### src/rtl/isl51002_mode_pkg.sv
// Shared types and constants for the ISL51002 mode-lock controller:
// mode encoding, config word selects, datapath widths and |a-b| helpers.
package isl51002_mode_pkg;

   localparam int VT_W  = 11;
   localparam int PC_W  = 20;
   localparam int CFG_W = 32;
   localparam int TO_W  = 22;

   typedef enum logic [1:0] {
      MODE_NO_SYNC = 2'd0,
      MODE_ACQUIRE = 2'd1,
      MODE_LOCKED  = 2'd2
   } mode_e;

   localparam logic [1:0] CFG_SEL_CONFIG  = 2'd0;
   localparam logic [1:0] CFG_SEL_CONFIG2 = 2'd1;
   localparam logic [1:0] CFG_SEL_CONFIG3 = 2'd2;

   // Unsigned distance, one bit wider than the operands.
   function automatic logic [VT_W:0] abs_diff_vt(input logic [VT_W-1:0] a, input logic [VT_W-1:0] b);
      return (a >= b) ? ({1'b0, a} - {1'b0, b}) : ({1'b0, b} - {1'b0, a});
   endfunction

   function automatic logic [PC_W:0] abs_diff_pc(input logic [PC_W-1:0] a, input logic [PC_W-1:0] b);
      return (a >= b) ? ({1'b0, a} - {1'b0, b}) : ({1'b0, b} - {1'b0, a});
   endfunction

endpackage

### src/rtl/isl51002_vs_edge.sv
// Vsync conditioning: polarity normalisation, 2-FF synchronizer and a
// single-cycle pulse on the falling edge of the synchronized signal.
module isl51002_vs_edge (
   input  logic clk,
   input  logic rst_n,
   input  logic vsync,
   input  logic polarity,
   output logic vs_edge
);

   logic       norm;
   logic [2:0] sync_q;

   assign norm = vsync ^ ~polarity;

   // sync_q[1:0] is the synchronizer, sync_q[2] the previous synchronized value.
   always_ff @(posedge clk or negedge rst_n) begin
      if (!rst_n) begin
         sync_q <= '0;
      end else begin
         sync_q <= {sync_q[1:0], norm};
      end
   end

   assign vs_edge = sync_q[2] & ~sync_q[1];

endmodule

### src/rtl/isl51002_mode_ctrl.sv
// Mode-lock controller and config sequencer for the ISL51002 frontend.
// Define ISL51002_CFG_SHADOW_EN to double-buffer hv_in_config* to field boundaries.
module isl51002_mode_ctrl
   import isl51002_mode_pkg::*;
#(
   parameter int LOCK_FRAMES    = 3,
   parameter int UNLOCK_FRAMES  = 2,
   parameter int VTOTAL_TOL     = 1,
   parameter int PCNT_TOL_SHIFT = 8,
   parameter int TIMEOUT_CYCLES = 2700000
) (
   input  logic        CLK_MEAS_i,
   input  logic        reset_n,
   input  logic        VSYNC_i,
   input  logic        vsync_i_polarity,
   input  logic [10:0] vtotal,
   input  logic [19:0] pcnt_frame,
   input  logic        interlace_flag,
   input  logic [1:0]  cfg_sel,
   input  logic [31:0] cfg_wdata,
   input  logic        cfg_wr,
   input  logic        cfg_commit,
   output logic [31:0] hv_in_config,
   output logic [31:0] hv_in_config2,
   output logic [31:0] hv_in_config3,
   output logic        commit_pending,
   output logic        commit_done,
   output logic [1:0]  mode_state,
   output logic        mode_changed,
   output logic [10:0] locked_vtotal,
   output logic [19:0] locked_pcnt,
   output logic        locked_interlace
);

   localparam logic [TO_W-1:0] TO_LAST     = TO_W'(TIMEOUT_CYCLES - 1);
   localparam logic [TO_W-1:0] TO_ONE      = TO_W'(1);
   localparam logic [3:0]      LOCK_LAST   = 4'(LOCK_FRAMES - 1);
   localparam logic [3:0]      UNLOCK_N    = 4'(UNLOCK_FRAMES);
   localparam logic [VT_W:0]   VT_TOL_L    = (VT_W + 1)'(VTOTAL_TOL);

   logic vs_edge;

   isl51002_vs_edge u_vs_edge (
      .clk      (CLK_MEAS_i),
      .rst_n    (reset_n),
      .vsync    (VSYNC_i),
      .polarity (vsync_i_polarity),
      .vs_edge  (vs_edge)
   );

   mode_e             state_q, state_d;
   logic [VT_W-1:0]   ref_vt_q, ref_vt_d;
   logic [PC_W-1:0]   ref_pc_q, ref_pc_d;
   logic              ref_il_q, ref_il_d;
   logic [3:0]        cnt_q, cnt_d, cnt_inc;
   logic [3:0]        miss_q, miss_d, miss_inc;
   logic [TO_W-1:0]   tcnt_q, tcnt_d;
   logic              mode_changed_d;
   logic [VT_W-1:0]   locked_vt_d;
   logic [PC_W-1:0]   locked_pc_d;
   logic              locked_il_d;
   logic [VT_W:0]     vt_diff;
   logic [PC_W:0]     pc_diff;
   logic [PC_W:0]     pc_tol;
   logic              sample_match;

   assign vt_diff      = abs_diff_vt(vtotal, ref_vt_q);
   assign pc_diff      = abs_diff_pc(pcnt_frame, ref_pc_q);
   assign pc_tol       = {1'b0, ref_pc_q >> PCNT_TOL_SHIFT};
   assign sample_match = (vt_diff <= VT_TOL_L) && (pc_diff <= pc_tol) &&
                         (interlace_flag == ref_il_q);
   assign cnt_inc      = cnt_q + 4'd1;
   assign miss_inc     = miss_q + 4'd1;

   always_ff @(posedge CLK_MEAS_i or negedge reset_n) begin
      if (!reset_n) begin
         state_q          <= MODE_NO_SYNC;
         ref_vt_q         <= '0;
         ref_pc_q         <= '0;
         ref_il_q         <= 1'b0;
         cnt_q            <= '0;
         miss_q           <= '0;
         tcnt_q           <= '0;
         mode_changed     <= 1'b0;
         locked_vtotal    <= '0;
         locked_pcnt      <= '0;
         locked_interlace <= 1'b0;
      end else begin
         state_q          <= state_d;
         ref_vt_q         <= ref_vt_d;
         ref_pc_q         <= ref_pc_d;
         ref_il_q         <= ref_il_d;
         cnt_q            <= cnt_d;
         miss_q           <= miss_d;
         tcnt_q           <= tcnt_d;
         mode_changed     <= mode_changed_d;
         locked_vtotal    <= locked_vt_d;
         locked_pcnt      <= locked_pc_d;
         locked_interlace <= locked_il_d;
      end
   end

   always_comb begin
      state_d        = state_q;
      ref_vt_d       = ref_vt_q;
      ref_pc_d       = ref_pc_q;
      ref_il_d       = ref_il_q;
      cnt_d          = cnt_q;
      miss_d         = miss_q;
      mode_changed_d = 1'b0;
      locked_vt_d    = locked_vtotal;
      locked_pc_d    = locked_pcnt;
      locked_il_d    = locked_interlace;
      tcnt_d         = vs_edge ? '0 : ((tcnt_q == TO_LAST) ? tcnt_q : tcnt_q + TO_ONE);

      // A vsync edge always takes priority over the timeout.
      if (vs_edge) begin
         unique case (state_q)
            MODE_NO_SYNC: begin
               ref_vt_d = vtotal;
               ref_pc_d = pcnt_frame;
               ref_il_d = interlace_flag;
               cnt_d    = '0;
               state_d  = MODE_ACQUIRE;
            end
            MODE_ACQUIRE: begin
               if (sample_match) begin
                  cnt_d = cnt_inc;
                  if (cnt_inc >= LOCK_LAST) begin
                     state_d        = MODE_LOCKED;
                     miss_d         = '0;
                     locked_vt_d    = ref_vt_q;
                     locked_pc_d    = ref_pc_q;
                     locked_il_d    = ref_il_q;
                     mode_changed_d = 1'b1;
                  end
               end else begin
                  ref_vt_d = vtotal;
                  ref_pc_d = pcnt_frame;
                  ref_il_d = interlace_flag;
                  cnt_d    = '0;
               end
            end
            MODE_LOCKED: begin
               if (sample_match) begin
                  miss_d = '0;
               end else if (miss_inc >= UNLOCK_N) begin
                  ref_vt_d       = vtotal;
                  ref_pc_d       = pcnt_frame;
                  ref_il_d       = interlace_flag;
                  cnt_d          = '0;
                  miss_d         = '0;
                  state_d        = MODE_ACQUIRE;
                  mode_changed_d = 1'b1;
               end else begin
                  miss_d = miss_inc;
               end
            end
            default: state_d = MODE_NO_SYNC;
         endcase
      end else if ((tcnt_q == TO_LAST) && (state_q != MODE_NO_SYNC)) begin
         state_d        = MODE_NO_SYNC;
         cnt_d          = '0;
         miss_d         = '0;
         mode_changed_d = (state_q == MODE_LOCKED);
      end
   end

   assign mode_state = state_q;

`ifdef ISL51002_CFG_SHADOW_EN
   logic [CFG_W-1:0] shadow0_q, shadow1_q, shadow2_q;
   logic             pending_q;
   logic             apply;

   // Without sync there are no field boundaries, so a pending commit applies at once.
   assign apply          = pending_q & (vs_edge | (state_q == MODE_NO_SYNC));
   assign commit_pending = pending_q;

   always_ff @(posedge CLK_MEAS_i or negedge reset_n) begin
      if (!reset_n) begin
         shadow0_q     <= '0;
         shadow1_q     <= '0;
         shadow2_q     <= '0;
         pending_q     <= 1'b0;
         commit_done   <= 1'b0;
         hv_in_config  <= '0;
         hv_in_config2 <= '0;
         hv_in_config3 <= '0;
      end else begin
         if (cfg_wr) begin
            case (cfg_sel)
               CFG_SEL_CONFIG:  shadow0_q <= cfg_wdata;
               CFG_SEL_CONFIG2: shadow1_q <= cfg_wdata;
               CFG_SEL_CONFIG3: shadow2_q <= cfg_wdata;
               default: ;
            endcase
         end
         // A commit landing on the applying edge stays pending for the next one.
         pending_q   <= cfg_commit | (pending_q & ~apply);
         commit_done <= apply;
         if (apply) begin
            hv_in_config  <= shadow0_q;
            hv_in_config2 <= shadow1_q;
            hv_in_config3 <= shadow2_q;
         end
      end
   end
`else
   assign commit_pending = 1'b0;

   always_ff @(posedge CLK_MEAS_i or negedge reset_n) begin
      if (!reset_n) begin
         commit_done   <= 1'b0;
         hv_in_config  <= '0;
         hv_in_config2 <= '0;
         hv_in_config3 <= '0;
      end else begin
         commit_done <= cfg_commit;
         if (cfg_wr) begin
            case (cfg_sel)
               CFG_SEL_CONFIG:  hv_in_config  <= cfg_wdata;
               CFG_SEL_CONFIG2: hv_in_config2 <= cfg_wdata;
               CFG_SEL_CONFIG3: hv_in_config3 <= cfg_wdata;
               default: ;
            endcase
         end
      end
   end
`endif

endmodule
### config.mk
export PLATFORM = sky130hd
export DESIGN_NAME = isl51002_mode_ctrl
export DESIGN_NICKNAME = d
export VERILOG_FILES = /design/src/rtl/isl51002_mode_pkg.sv /design/src/rtl/isl51002_vs_edge.sv /design/src/rtl/isl51002_mode_ctrl.sv
export SDC_FILE = /design/constraint.sdc
export NUM_CORES = 1
export LEC_CHECK = 0
export CELL_PAD_IN_SITES_DETAIL_PLACEMENT = 1
export CELL_PAD_IN_SITES_GLOBAL_PLACEMENT = 1
export CORE_ASPECT_RATIO = 0.9
export CORE_UTILIZATION = 38
export CTS_CLUSTER_SIZE = 24
export DETAILED_ROUTE_END_ITERATION = 8
export GPL_TIMING_DRIVEN = 1
export PLACE_DENSITY = 0.79
export SLEW_MARGIN = 5
export SYNTH_ARGS = -nofsm -noshare
export SYNTH_HDL_FRONTEND = slang
export SYNTH_SLANG_ARGS = --single-unit
### constraint.sdc
create_clock -name CLK_MEAS_i -period 5.1 [get_ports CLK_MEAS_i]
set_input_delay 0.51 -clock CLK_MEAS_i [delete_from_list [all_inputs] [get_ports CLK_MEAS_i]]
set_output_delay 0.51 -clock CLK_MEAS_i [all_outputs]
set_load 0.005 [all_outputs]
==> reports/qor.json <==
{
  "critical_path": {
    "critPathMaxFanout": 7,
    "critical_path_class": "flop to flop",
    "timing.critical_path.buf_inv": 3,
    "worstSetupEndpointType": "flop",
    "cpMaxStageDelayCell": "sky130_fd_sc_hd__or4b_4",
    "critPathRequiredTime_ns": 5.47,
    "timing.critical_path.slowest_cell_delay_ns": 0.55,
    "cpLargestDelayFamily": "compound AO/OA/AOI/OAI gates",
    "startpoint_type": "flop",
    "arrival_ns": 5.56
  },
  "synth": {
    "commonest_cells_in_the_synthesized_netlist": "sky130_fd_sc_hd__dfrtp_1, sky130_fd_sc_hd__mux2_2, sky130_fd_sc_hd__inv_1",
    "dominantRegCellSynth": "sky130_fd_sc_hd__dfrtp_1",
    "yosysSeqAreaShare_pct": 42.6,
    "synthMostInstantiatedCell": "sky130_fd_sc_hd__dfrtp_1",
    "synth.top_cell.area_share_pct": 42.6,
    "synth_area_leader": "sky130_fd_sc_hd__dfrtp_1",
    "syn-mean-instance-area_sq_um": 10.4,
    "synthDistinctLibCells": 84,
    "async_reset_ff_share_pct": 100,
    "synthCells": 1114,
    "number_of_synthesized_flops_with_an_enable_pin": 0,
    "post_synth_main_area_contributors": "sky130_fd_sc_hd__dfrtp_1, sky130_fd_sc_hd__mux2_2, sky130_fd_sc_hd__ha_1, sky130_fd_sc_hd__mux2i_1, sky130_fd_sc_hd__a21oi_1",
    "synth_fp_nets": 1274,
    "yosysWarningCount": 0,
    "synth_area_sq_mm": 0.0116,
    "ys_ff_latch": 197
  },
  "power_and_ir_drop": {
    "vdd.ir_drop.worst_v": 0.000298,
    "static-leakage-power_nw": 7.45,
    "share_comb_of_total_power_pct": 61.2,
    "switching_share_pct": 43.2,
    "power.share.clock_pct": 15.6,
    "seq_power_share_pct": 23.2,
    "netSwitchingPower_mw": 3.92,
    "p_int_mw": 5.15,
    "power.density_cell_area_mw_per_mm2": 538
  },
  "global_route": {
    "global_route_total_usage_across_every_layer_pct": 25.1,
    "largest_net_degree_at_the_start_of_global_routing": 119,
    "grt_antenna_before_repair": 1,
    "grt_pass1_vias": 10900,
    "globalRoute.totalOverflow": 0,
    "grt_pass1_wl_microns": 60600
  },
  "clock_network": {
    "clk_sink_count": 197,
    "htree_num_levels": 4,
    "numCtsBuffers": 17,
    "insertion_delay_ns": 0.46,
    "cts.path.max_buffers": 2,
    "tritoncts": "built",
    "post_cts_hold_buffer_count": 0,
    "clock_root_buffer": "sky130_fd_sc_hd__clkbuf_16",
    "clkSlewWorstSetupHoldPaths_ns": 0.08
  },
  "worst_hold_path": {
    "timing.hold.worst.class": "input port to async pin"
  },
  "floorplan": {
    "ioPinCount": 205,
    "std_cell_rows": 60,
    "floorplan_core_area_sq_mm": 0.0300,
    "dieArea_sq_mm": 0.0312,
    "start_util_pct": 38.6,
    "die_width_microns": 186,
    "die_h_microns": 168
  },
  "sta": {
    "setup_violations": 28,
    "worst_pin_slew_ns": 0.970,
    "fmaxAchievable_ghz": 0.193,
    "final.min_clock_period_ns": 5.19,
    "maxSlewHeadroom_pct": 35.3,
    "whs_ns": 0.183,
    "max_slew_violation_total_from_the_final_report": 0,
    "fin_worst_skew_ns": 0.0181,
    "fin_tns_setup_ns": -1.22,
    "setup_repair_after_global_routing_missed_its_margin": "true",
    "final-hold-violation-count": 0,
    "final_min_period_over_clock_period_pct": 102,
    "post-route-worst-setup-slack_ns": -0.0871
  },
  "placement": {
    "place_inst": 1811,
    "routability_driven_placement_congestion_ratio": 0.902,
    "dp.final_hpwl_microns": 27500,
    "instance_area_at_placement_sq_mm": 0.0149,
    "place.port_buffers": 203
  },
  "drt": {
    "final_antenna_net_count": 0,
    "route.final.wire_length_microns": 41800,
    "vias_per_cell": 5.41,
    "post-route-drc-count": 0,
    "dr_total_vias": 10200,
    "drt_iter0_drc": 658,
    "pre_antenna_drt_iters": 5,
    "detail_route.wl_per_cell_microns": 22.2
  },
  "finish": {
    "fin_nets": 1625,
    "finalCoreUtilization_pct": 56.3,
    "syn_to_final_growth_pct": 45.8,
    "finalNonFillerCells": 1882,
    "stdcell_area_sq_mm": 0.0169,
    "drive_gt1_share_pct": 32.3
  },
  "run_status": {
    "violations": "negative setup slack",
    "status": "complete, but fails checks"
  },
  "flow_run": {
    "cap_violations": 0
  }
}
placed cells by master, fill, tap and decap left out, types with 28 or more instances in the layout:
| cell type | instances |
|---|---|
| sky130_fd_sc_hd__a21oi_1 | 65 |
| sky130_fd_sc_hd__ha_1 | 65 |
| sky130_fd_sc_hd__buf_4 | 149 |
| sky130_fd_sc_hd__nor2_1 | 46 |
| sky130_fd_sc_hd__nand2_1 | 45 |
| sky130_fd_sc_hd__clkdlybuf4s50_1 | 188 |
| sky130_fd_sc_hd__o21ai_0 | 32 |
| sky130_fd_sc_hd__inv_1 | 73 |
| sky130_fd_sc_hd__nand2_4 | 28 |
| sky130_fd_sc_hd__dfrtp_1 | 197 |
| sky130_fd_sc_hd__mux2_2 | 98 |
| sky130_fd_sc_hd__o21ai_2 | 31 |
| sky130_fd_sc_hd__mux2i_1 | 28 |
sequential cells by signal, summed over array words and instances, names as in the netlist, 11 cells and up:
register,cells
locked_pcnt,20
hv_in_config2,32
tcnt_q,22
hv_in_config3,32
locked_vtotal,11
ref_vt_q,11
hv_in_config,32
ref_pc_q,20
power by group through the flow:
stage / clock network (mW) / registers [mW] / logic (mW)
after floorplan: 0 / 2.06 / 2.78
after detailed placement: 0 / 2.09 / 4.67
final: 1.42 / 2.11 / 5.55
after global placement: 0 / 2.06 / 4.53
after CTS: 1.43 / 2.09 / 5.07
after global routing: 1.49 / 2.14 / 5.94
worst reg2reg max path: stages (launching register included):
cell and delay, ns:
sky130_fd_sc_hd__dfrtp_1 0.39, sky130_fd_sc_hd__ha_1 0.32, sky130_fd_sc_hd__buf_6 0.15, sky130_fd_sc_hd__nand2_1 0.09, sky130_fd_sc_hd__nor2_1 0.09, sky130_fd_sc_hd__a221oi_2 0.35
sky130_fd_sc_hd__nand2_2 0.15, sky130_fd_sc_hd__a31o_4 0.31, sky130_fd_sc_hd__nor2_4 0.12, sky130_fd_sc_hd__a21oi_2 0.05, sky130_fd_sc_hd__a311oi_2 0.33, sky130_fd_sc_hd__xnor2_1 0.21
sky130_fd_sc_hd__ha_1 0.31, sky130_fd_sc_hd__nand4_1 0.10, sky130_fd_sc_hd__nor3_2 0.06, sky130_fd_sc_hd__a211oi_2 0.18, sky130_fd_sc_hd__o21ai_2 0.11, sky130_fd_sc_hd__o311ai_2 0.10
sky130_fd_sc_hd__a2111oi_2 0.06, sky130_fd_sc_hd__nand4_1 0.14, sky130_fd_sc_hd__and4bb_4 0.22, sky130_fd_sc_hd__or4b_4 0.55, sky130_fd_sc_hd__o41ai_4 0.08, sky130_fd_sc_hd__buf_6 0.23
sky130_fd_sc_hd__buf_16 0.15, sky130_fd_sc_hd__mux2i_1 0.22
worst paths after layout:
kind                                startpoint             endpoint  slack (ns)  cells past startpoint
min                                    reset_n           tcnt_q[14]        0.18                      1
max                               ref_pc_q[10]          ref_pc_q[1]       -0.09                     25
min in group CLK_MEAS_i    u_vs_edge.sync_q[0]  u_vs_edge.sync_q[1]        0.40                      0
max in group asynchronous              reset_n         ref_pc_q[11]        3.77                      2
max reg2reg                       ref_pc_q[10]          ref_pc_q[1]       -0.09                     25
min reg2reg                u_vs_edge.sync_q[0]  u_vs_edge.sync_q[1]        0.40                      0
cells by family (layout without fill, tap and decap cells):
group | count (synthesis) | in the layout | share of synthesized area (%)
muxes | 137 | 137 | 13.0
adders and majority gates | 88 | 88 | 9.77
buffers and inverters | 135 | 499 | 5.39
DFF | 197 | 197 | 42.6
and+or+nand+nor | 253 | 253 | 11.1
AOI/OAI and AO/OA | 255 | 255 | 14.5
xor gates and xnor gates | 48 | 48 | 3.63
other | 1 | 2 | 0.0324
routing by layer:
layer,vias to the layer above,routed length (microns),GRT usage [%]
li1,4643,-,-
met1,5208,17400,31.8
met2,271,21700,42.9
met3,62,1900,5.33
met4,0,881,7.02
met5,-,0,0
cell type report:
| cell class | instances | area [sq um] |
|---|---|---|
| clock inverters | 14 | 179 |
| multi-input cells | 782 | 6850 |
| flip-flops and latches | 197 | 4930 |
| well taps | 403 | 504 |
| fillers | 3149 | 13100 |
| diodes | 1 | 2.50 |
| repair buffers | 382 | 3660 |
| inverters | 85 | 319 |
| clock buffers | 18 | 429 |
timing repair:
action,in CTS,in global routing
cloned,2,9
buffers inserted,17,10
gates resized for setup,88,173
pin swaps,29,49
endpoints found under the setup margin,75,74
metrics by stage:
stage	total power, mW	setup slack (ns)
floorplan	4.84	0.0692
global placement	6.59	-0.817
detailed placement	6.76	-1.19
CTS	8.59	-0.0559
global route	9.57	-0.269
finish	9.08	-0.0871
No activity file was read; power rests on OpenSTA's default activity.
